[config.mk]
export PLATFORM = sky130hd
export DESIGN_NAME = weight_serializer
export DESIGN_NICKNAME = d
export VERILOG_FILES = /design/src/rtl/ser_pkg.sv /design/src/rtl/ser_shift_word.sv /design/src/rtl/weight_serializer.sv
export SDC_FILE = /design/constraint.sdc
export NUM_CORES = 1
export LEC_CHECK = 0
export CAP_MARGIN = 10
export CORE_UTILIZATION = 35
export CTS_BUF_LIST = sky130_fd_sc_hd__clkbuf_2
export CTS_CLUSTER_DIAMETER = 60
export CTS_CLUSTER_SIZE = 24
export DETAILED_ROUTE_END_ITERATION = 7
export SLEW_MARGIN = 10
export SYNTH_ARGS = -nofsm -noshare
export SYNTH_HDL_FRONTEND = slang
export SYNTH_SLANG_ARGS = --single-unit
[constraint.sdc]
create_clock -name CLK -period 1.5 [get_ports CLK]
set_input_delay 0.225 -clock CLK [delete_from_list [all_inputs] [get_ports CLK]]
set_output_delay 0.225 -clock CLK [all_outputs]
set_load 0.02 [all_outputs]
[src/rtl/ser_pkg.sv]
`default_nettype none
// ============================================================================
// Module   : ser_pkg
// Purpose  : Shared constants, FSM state type and helpers for the weight
//            serializer (weight_serializer / ser_shift_word).
// Contents : LENGTH, MAX_FEATURES, IDX_WIDTH - word and index geometry
//            SLOT      - bit cycles per transmitted word
//            CNT_WIDTH - width of the per-word bit counter
//            state_t   - serializer FSM states
//            clamp_feat() - limits a requested index to MAX_FEATURES
// Config   : WEIGHT_SER_PARITY_EN - when defined, each word carries a
//            trailing even-parity bit (SLOT = LENGTH + 1).
// Revision : 1.0 - initial release
// ============================================================================
package ser_pkg;

  localparam int LENGTH       = 16;
  localparam int MAX_FEATURES = 15;
  localparam int IDX_WIDTH    = 4;

`ifdef WEIGHT_SER_PARITY_EN
  localparam int SLOT = LENGTH + 1;
`else
  localparam int SLOT = LENGTH;
`endif

  localparam int CNT_WIDTH = $clog2(SLOT);

  typedef enum logic [1:0] {
    IDLE  = 2'd0,
    FETCH = 2'd1,
    SHIFT = 2'd2,
    DONE  = 2'd3
  } state_t;

  // Requests above the highest legal index are reduced to it.
  function automatic logic [IDX_WIDTH-1:0] clamp_feat(input logic [IDX_WIDTH-1:0] f);
    if (int'(f) > MAX_FEATURES) begin
      return IDX_WIDTH'(MAX_FEATURES);
    end
    return f;
  endfunction

endpackage
`default_nettype wire

[src/rtl/ser_shift_word.sv]
`default_nettype none
// ============================================================================
// Module   : ser_shift_word
// Purpose  : Datapath for one serialized word: shift register, prefetch
//            hold register, bit counter and (optionally) the parity bit.
//            Exposes counter-position strobes for the controlling FSM.
// Ports    : CLK      in   clock, rising edge
//            RST      in   synchronous active-low reset
//            load     in   load shift register from data_in, restart count
//            reload   in   load shift register from hold, restart count
//            shift    in   shift right one bit, advance count
//            capture  in   capture data_in into the hold register
//            data_in  in   [LENGTH] word from the weight store
//            bit_out  out  current frame bit (data LSB or parity)
//            pre_pt   out  count is one before the prefetch cycle
//            cap_pt   out  count is at the hold-capture cycle
//            last_bit out  count is at the final bit of the slot
// Config   : WEIGHT_SER_PARITY_EN adds the parity bit after the data bits.
// Revision : 1.0 - initial release
// ============================================================================
module ser_shift_word
  import ser_pkg::*;
(
  input  logic              CLK,
  input  logic              RST,
  input  logic              load,
  input  logic              reload,
  input  logic              shift,
  input  logic              capture,
  input  logic [LENGTH-1:0] data_in,
  output logic              bit_out,
  output logic              pre_pt,
  output logic              cap_pt,
  output logic              last_bit
);

  logic [LENGTH-1:0]    r_shreg;
  logic [LENGTH-1:0]    r_hold;
  logic [CNT_WIDTH-1:0] r_cnt;

  always_ff @(posedge CLK) begin
    if (!RST) begin
      r_shreg <= '0;
      r_hold  <= '0;
      r_cnt   <= '0;
    end else begin
      if (load) begin
        r_shreg <= data_in;
        r_cnt   <= '0;
      end else if (reload) begin
        r_shreg <= r_hold;
        r_cnt   <= '0;
      end else if (shift) begin
        r_shreg <= {1'b0, r_shreg[LENGTH-1:1]};
        r_cnt   <= r_cnt + 1'b1;
      end
      if (capture) begin
        r_hold <= data_in;
      end
    end
  end

  // The read port has one cycle of latency, so the request issued while the
  // count sits at SLOT-3 returns data during SLOT-2; the FSM registers its
  // request one cycle earlier, hence pre_pt at SLOT-4.
  assign pre_pt   = (r_cnt == CNT_WIDTH'(SLOT - 4));
  assign cap_pt   = (r_cnt == CNT_WIDTH'(SLOT - 2));
  assign last_bit = (r_cnt == CNT_WIDTH'(SLOT - 1));

`ifdef WEIGHT_SER_PARITY_EN
  logic r_par;

  // Parity is computed at load time so the slot's final cycle just selects it.
  always_ff @(posedge CLK) begin
    if (!RST) begin
      r_par <= 1'b0;
    end else if (load) begin
      r_par <= ^data_in;
    end else if (reload) begin
      r_par <= ^r_hold;
    end
  end

  assign bit_out = (r_cnt == CNT_WIDTH'(LENGTH)) ? r_par : r_shreg[0];
`else
  assign bit_out = r_shreg[0];
`endif

endmodule
`default_nettype wire

[src/rtl/weight_serializer.sv]
`default_nettype none
// ============================================================================
// Module   : weight_serializer
// Purpose  : Bit-serial transmitter for the trained weight vector. Reads
//            w[feat]..w[0] through a 1-cycle-latency read port and sends each
//            word LSB first on S_OUT, highest index first, with no gaps.
// Ports    : CLK      in   clock, rising edge
//            RST      in   synchronous active-low reset
//            start    in   one-cycle request, honoured only when idle
//            feat     in   [IDX_WIDTH] highest weight index to send
//            rd_en    out  read strobe to the weight store
//            rd_addr  out  [IDX_WIDTH] weight index to read (0 when idle)
//            rd_data  in   [LENGTH] weight word, valid cycle after rd_en
//            S_OUT    out  serial data bit (0 outside the frame)
//            S_VALID  out  S_OUT carries a frame bit
//            busy     out  high from accepted start until done
//            done     out  one-cycle pulse after the last bit
// Config   : WEIGHT_SER_PARITY_EN appends an even-parity bit to every word.
// Revision : 1.0 - initial release
// ============================================================================
module weight_serializer
  import ser_pkg::*;
(
  input  logic                 CLK,
  input  logic                 RST,
  input  logic                 start,
  input  logic [IDX_WIDTH-1:0] feat,
  output logic                 rd_en,
  output logic [IDX_WIDTH-1:0] rd_addr,
  input  logic [LENGTH-1:0]    rd_data,
  output logic                 S_OUT,
  output logic                 S_VALID,
  output logic                 busy,
  output logic                 done
);

  state_t               r_state;
  logic [IDX_WIDTH-1:0] r_idx;      // index of the most recently requested word
  logic                 r_pending;  // next word has been prefetched into hold

  logic w_load;
  logic w_reload;
  logic w_shift;
  logic w_capture;
  logic w_bit_out;
  logic w_pre_pt;
  logic w_cap_pt;
  logic w_last_bit;

  // FETCH spans two cycles: the read-issue cycle (rd_en high) and the data
  // cycle, where the first word is loaded straight from the read port.
  assign w_load    = (r_state == FETCH) && !rd_en;
  assign w_shift   = (r_state == SHIFT);
  assign w_reload  = (r_state == SHIFT) && w_last_bit && r_pending;
  assign w_capture = (r_state == SHIFT) && w_cap_pt && r_pending;

  ser_shift_word u_word (
    .CLK      (CLK),
    .RST      (RST),
    .load     (w_load),
    .reload   (w_reload),
    .shift    (w_shift),
    .capture  (w_capture),
    .data_in  (rd_data),
    .bit_out  (w_bit_out),
    .pre_pt   (w_pre_pt),
    .cap_pt   (w_cap_pt),
    .last_bit (w_last_bit)
  );

  always_ff @(posedge CLK) begin
    if (!RST) begin
      r_state   <= IDLE;
      r_idx     <= '0;
      r_pending <= 1'b0;
      rd_en     <= 1'b0;
      rd_addr   <= '0;
      S_VALID   <= 1'b0;
      busy      <= 1'b0;
      done      <= 1'b0;
    end else begin
      case (r_state)
        IDLE: begin
          done <= 1'b0;
          if (start) begin
            r_idx     <= clamp_feat(feat);
            rd_en     <= 1'b1;
            rd_addr   <= clamp_feat(feat);
            busy      <= 1'b1;
            r_pending <= 1'b0;
            r_state   <= FETCH;
          end
        end

        FETCH: begin
          if (rd_en) begin
            rd_en   <= 1'b0;
            rd_addr <= '0;
          end else begin
            S_VALID <= 1'b1;
            r_state <= SHIFT;
          end
        end

        SHIFT: begin
          rd_en   <= 1'b0;
          rd_addr <= '0;
          // Request the next lower word early enough that it lands in hold
          // before the current slot ends, keeping the stream gap-free.
          if (w_pre_pt && (r_idx != '0)) begin
            rd_en     <= 1'b1;
            rd_addr   <= r_idx - 1'b1;
            r_idx     <= r_idx - 1'b1;
            r_pending <= 1'b1;
          end
          if (w_last_bit) begin
            if (r_pending) begin
              r_pending <= 1'b0;
            end else begin
              S_VALID <= 1'b0;
              busy    <= 1'b0;
              done    <= 1'b1;
              r_state <= DONE;
            end
          end
        end

        DONE: begin
          done    <= 1'b0;
          r_state <= IDLE;
        end

        default: begin
          r_state <= IDLE;
        end
      endcase
    end
  end

  assign S_OUT = S_VALID & w_bit_out;

endmodule
`default_nettype wire

==> key figures, run 1 <==
Status
  – Violated checks: DRC, setup timing
  – Status: complete, but fails checks

Synth
  – Ys flop type: dfxtp_1
  – Synthesized area: 2450 µm²
  – Syn Inst Count: 259
  – Syn Area/Cell: 9.47 µm²
  – Number of synthesized flops with an enable pin: 0
  – Syn Nets: 290
  – Asr flop ratio synth: 0%
  – Top-area cell type share of the netlist area: 41.6%
  – Sequential share of the synthesized area: 41.6%
  – Top cells by area, synth: dfxtp_1 (42%), mux2i_1 (13%), a32oi_1 (5.4%)
  – #FFs+latches synth: 51
  – Library cells used by synthesis: 43
  – Post-synth top area cell: dfxtp_1
  – Synth Warn #: 0

GRT
  – First-pass GRT wire length: 10500 µm
  – Total gr overflow: 0
  – Initial antenna violation count: 0
  – Largest net degree at the start of global routing: 26
  – Vias in the first global route: 2252
  – Total GRT Usage: 17.8%

Job
  – Number of max-cap violations: 0

STA
  – Final Hold Violating Endpoints: 0
  – RSZ-0062 raised after global routing: yes
  – Final setup violation count: 6
  – Achievable Freq: 651 MHz
  – Final Max Tran Viols: 0
  – Clk_skew: 8.65 ps
  – Final worst setup slack: -35.9 ps
  – Slew headroom: 78.7%
  – Tcrit/Tclk final: 102%
  – Worst slew pin tran: 319 ps
  – Post-route minimum period: 1540 ps

Route
  – Met2 WL: 3260 µm
  – Met3 Routed Length: 208 µm
  – Top Layer Used: met4
  – Drt first-iter violations: 90
  – Detail Route Antenna Nets: 0
  – Routed WL: 6430 µm
  – DR vias/cell: 5.24
  – Post-DR wirelength/cell: 15.2 µm
  – Wl on met1: 2880 µm
  – Detailed Routing Iterations Pass 1: 6
  – DR vias: 2213
  – Residual DRC count: 2

Placed design
  – Setup WS pre-CTS: -486 ps
  – RePlAce Congestion: 0.845
  – Port Buf Inserts: 31
  – Dpl cells: 407
  – HPWL after DPL: 4170 µm
  – Area after DPL: 3150 µm²

Layout
  – Cell Count, Final, Fillers Out: 422
  – Final instance area: 3540 µm²
  – Layout cell share with drive strength beyond 1: 32.8%
  – Area grow syn2layout: 44.3%
  – Fin nets: 356
  – Antenna diode instance count: 0

Hold path
  – Worst hold path class: primary input to flip-flop
  – Min-delay src: rd_data[8]

Floorplan
  – I/O Pins: 32
  – Cell Rows: 30
  – Die area: 7350 µm²
  – Core box area: 6790 µm²
  – Initial Util: 36.1%
  – Die Ht: 85.7 µm
  – Die width: 85.7 µm

Worst setup path
  – Crit. End Element: flip-flop
  – CP required: 1870 ps
  – RR Startpoint: r_state[1]$_SDFFE_PN0P_
  – CP startpoint: r_state[1]$_SDFFE_PN0P_
  – Crit path DAT: 1900 ps
  – WS Path Type: flip-flop to flip-flop
  – Crit start category: flip-flop
  – CP Max Fanout: 4

Pwr
  – P per Cell Area: 1590 nW/µm²
  – VDD IR max: 0.00102 V
  – Tot Pwr: 5.62 mW
  – Leakage power: 1.41 nW

Clocking
  – Clock Path Buffers: 2
  – CTS tree: built
  – Clock sinks: 51
  – Clock root buffer: clkbuf_2
  – H-tree Lvls: 2
  – Worst-path clk slew: 290 ps
  – Worst-skew pair later-pin latency: 450 ps
  – Cts bufs inserted: 5
registers in the layout (all words and copies together), names as in the netlist:
signal,cells
S_VALID,1
u_word.r_cnt,4
done,1
r_pending,1
r_state,2
r_idx,4
rd_addr,4
busy,1
u_word.r_hold,16
u_word.r_shreg,16
rd_en,1
stage by stage:
| step | setup TNS (ps) | utilization (%) | hold slack, ps |
|---|---|---|---|
| final | -103 | 52.1 | 371 |
| after global routing | -1330 | 52.1 | 344 |
| after CTS | -47.9 | 49.0 | 343 |
| after detailed placement | -11040 | 46.3 | 487 |
| after global placement | -9270 | 46.3 | 472 |
| after floorplan | -349 | - | 344 |
metal layers:
| metal | vias to the layer above | track usage [%] |
|---|---|---|
| met1 | 1070 | 22.4 |
| met4 | 0 | 5.30 |
| met2 | 38 | 31.6 |
| met3 | 6 | 2.60 |
| met5 | - | 0 |
| li1 | 1099 | - |
timing repair:
action | 4_1_cts | 5_1_grt
pin swaps | 13 | 8
gates cloned | 0 | 1
gates resized for setup | 43 | 44
setup buffers | 4 | 4
setup endpoints to repair | 57 | 49
hold buffers | 0 | 0
layout make-up:
type | count | area, µm²
Clock inverter | 3 | 23.8
Inverter | 13 | 58.8
Multi-Input combinational cell | 179 | 1540
Clock buffer | 5 | 25.0
Fill cell | 618 | 3250
Sequential cell | 51 | 1040
Timing Repair Buffer | 75 | 737
Tap cell | 96 | 120
path summary, 6_finish.rpt:
path / endpoint / slack, ps / depth (start not counted)
setup / recovery: r_idx[0]$_SDFFE_PN0P_ / -40 / 7
hold / removal: u_word.r_shreg[8]$_SDFFE_PN0P_ / 370 / 3
setup reg to reg: r_idx[0]$_SDFFE_PN0P_ / -40 / 7
hold reg to reg: done$_SDFFE_PN0P_ / 510 / 2
power breakdown:
| part | switching (mW) | total, mW | internal [mW] |
|---|---|---|---|
| registers | 0.188 | 1.84 | 1.65 |
| logic | 1.56 | 3.17 | 1.61 |
| clock network | 0.493 | 0.613 | 0.120 |
worst max-delay path, cell delays in order, from the launching register on:
cell and delay, ps:
dfxtp_2 420, inv_4 50, buf_6 110, ha_4 180, mux2_4 340, nand2_4 110, o22a_1 140, o221ai_1 100
placed cells by master, fill, tap and decap left out, drive strengths merged, types with 10 or more instances in the layout:
| master | instances |
|---|---|
| inv | 14 |
| o31ai | 16 |
| clkdlybuf4s50 | 22 |
| a32oi | 15 |
| nor2 | 29 |
| buf | 44 |
| mux2i | 33 |
| dfxtp | 51 |
| o21ai | 10 |
| a21oi | 13 |
cells in the mapped netlist (3+ instances only):
master and count:
o211a_1 3, nand3_1 6, a21oi_1 13, nor3_1 3, inv_1 12, nor2_1 28
o31ai_1 16, o221ai_1 5, dfxtp_1 51, mux2i_1 32, clkbuf_1 5, buf_2 6
nand4_1 5, a32oi_1 15, nand2_1 9, o21ai_0 10, ha_1 8
logic make-up after synthesis:
kind of cell / after synthesis / share of synthesized area, %
xor+xnor: 3 / 1.07
simple gates: 65 / 13.2
mux: 34 / 14.1
buf+inv: 29 / 5.36
compound gates: 69 / 20.6
flops: 51 / 41.6
fa+ha+maj: 8 / 4.08
Power figures use the tool's default switching activity.
==> inputs of run 2 (changes only) <==
- SLEW_MARGIN: 10 -> not set
==> results of run 2 <==
Same layout as run 1: the final DEF is identical, and so are final timing and power.
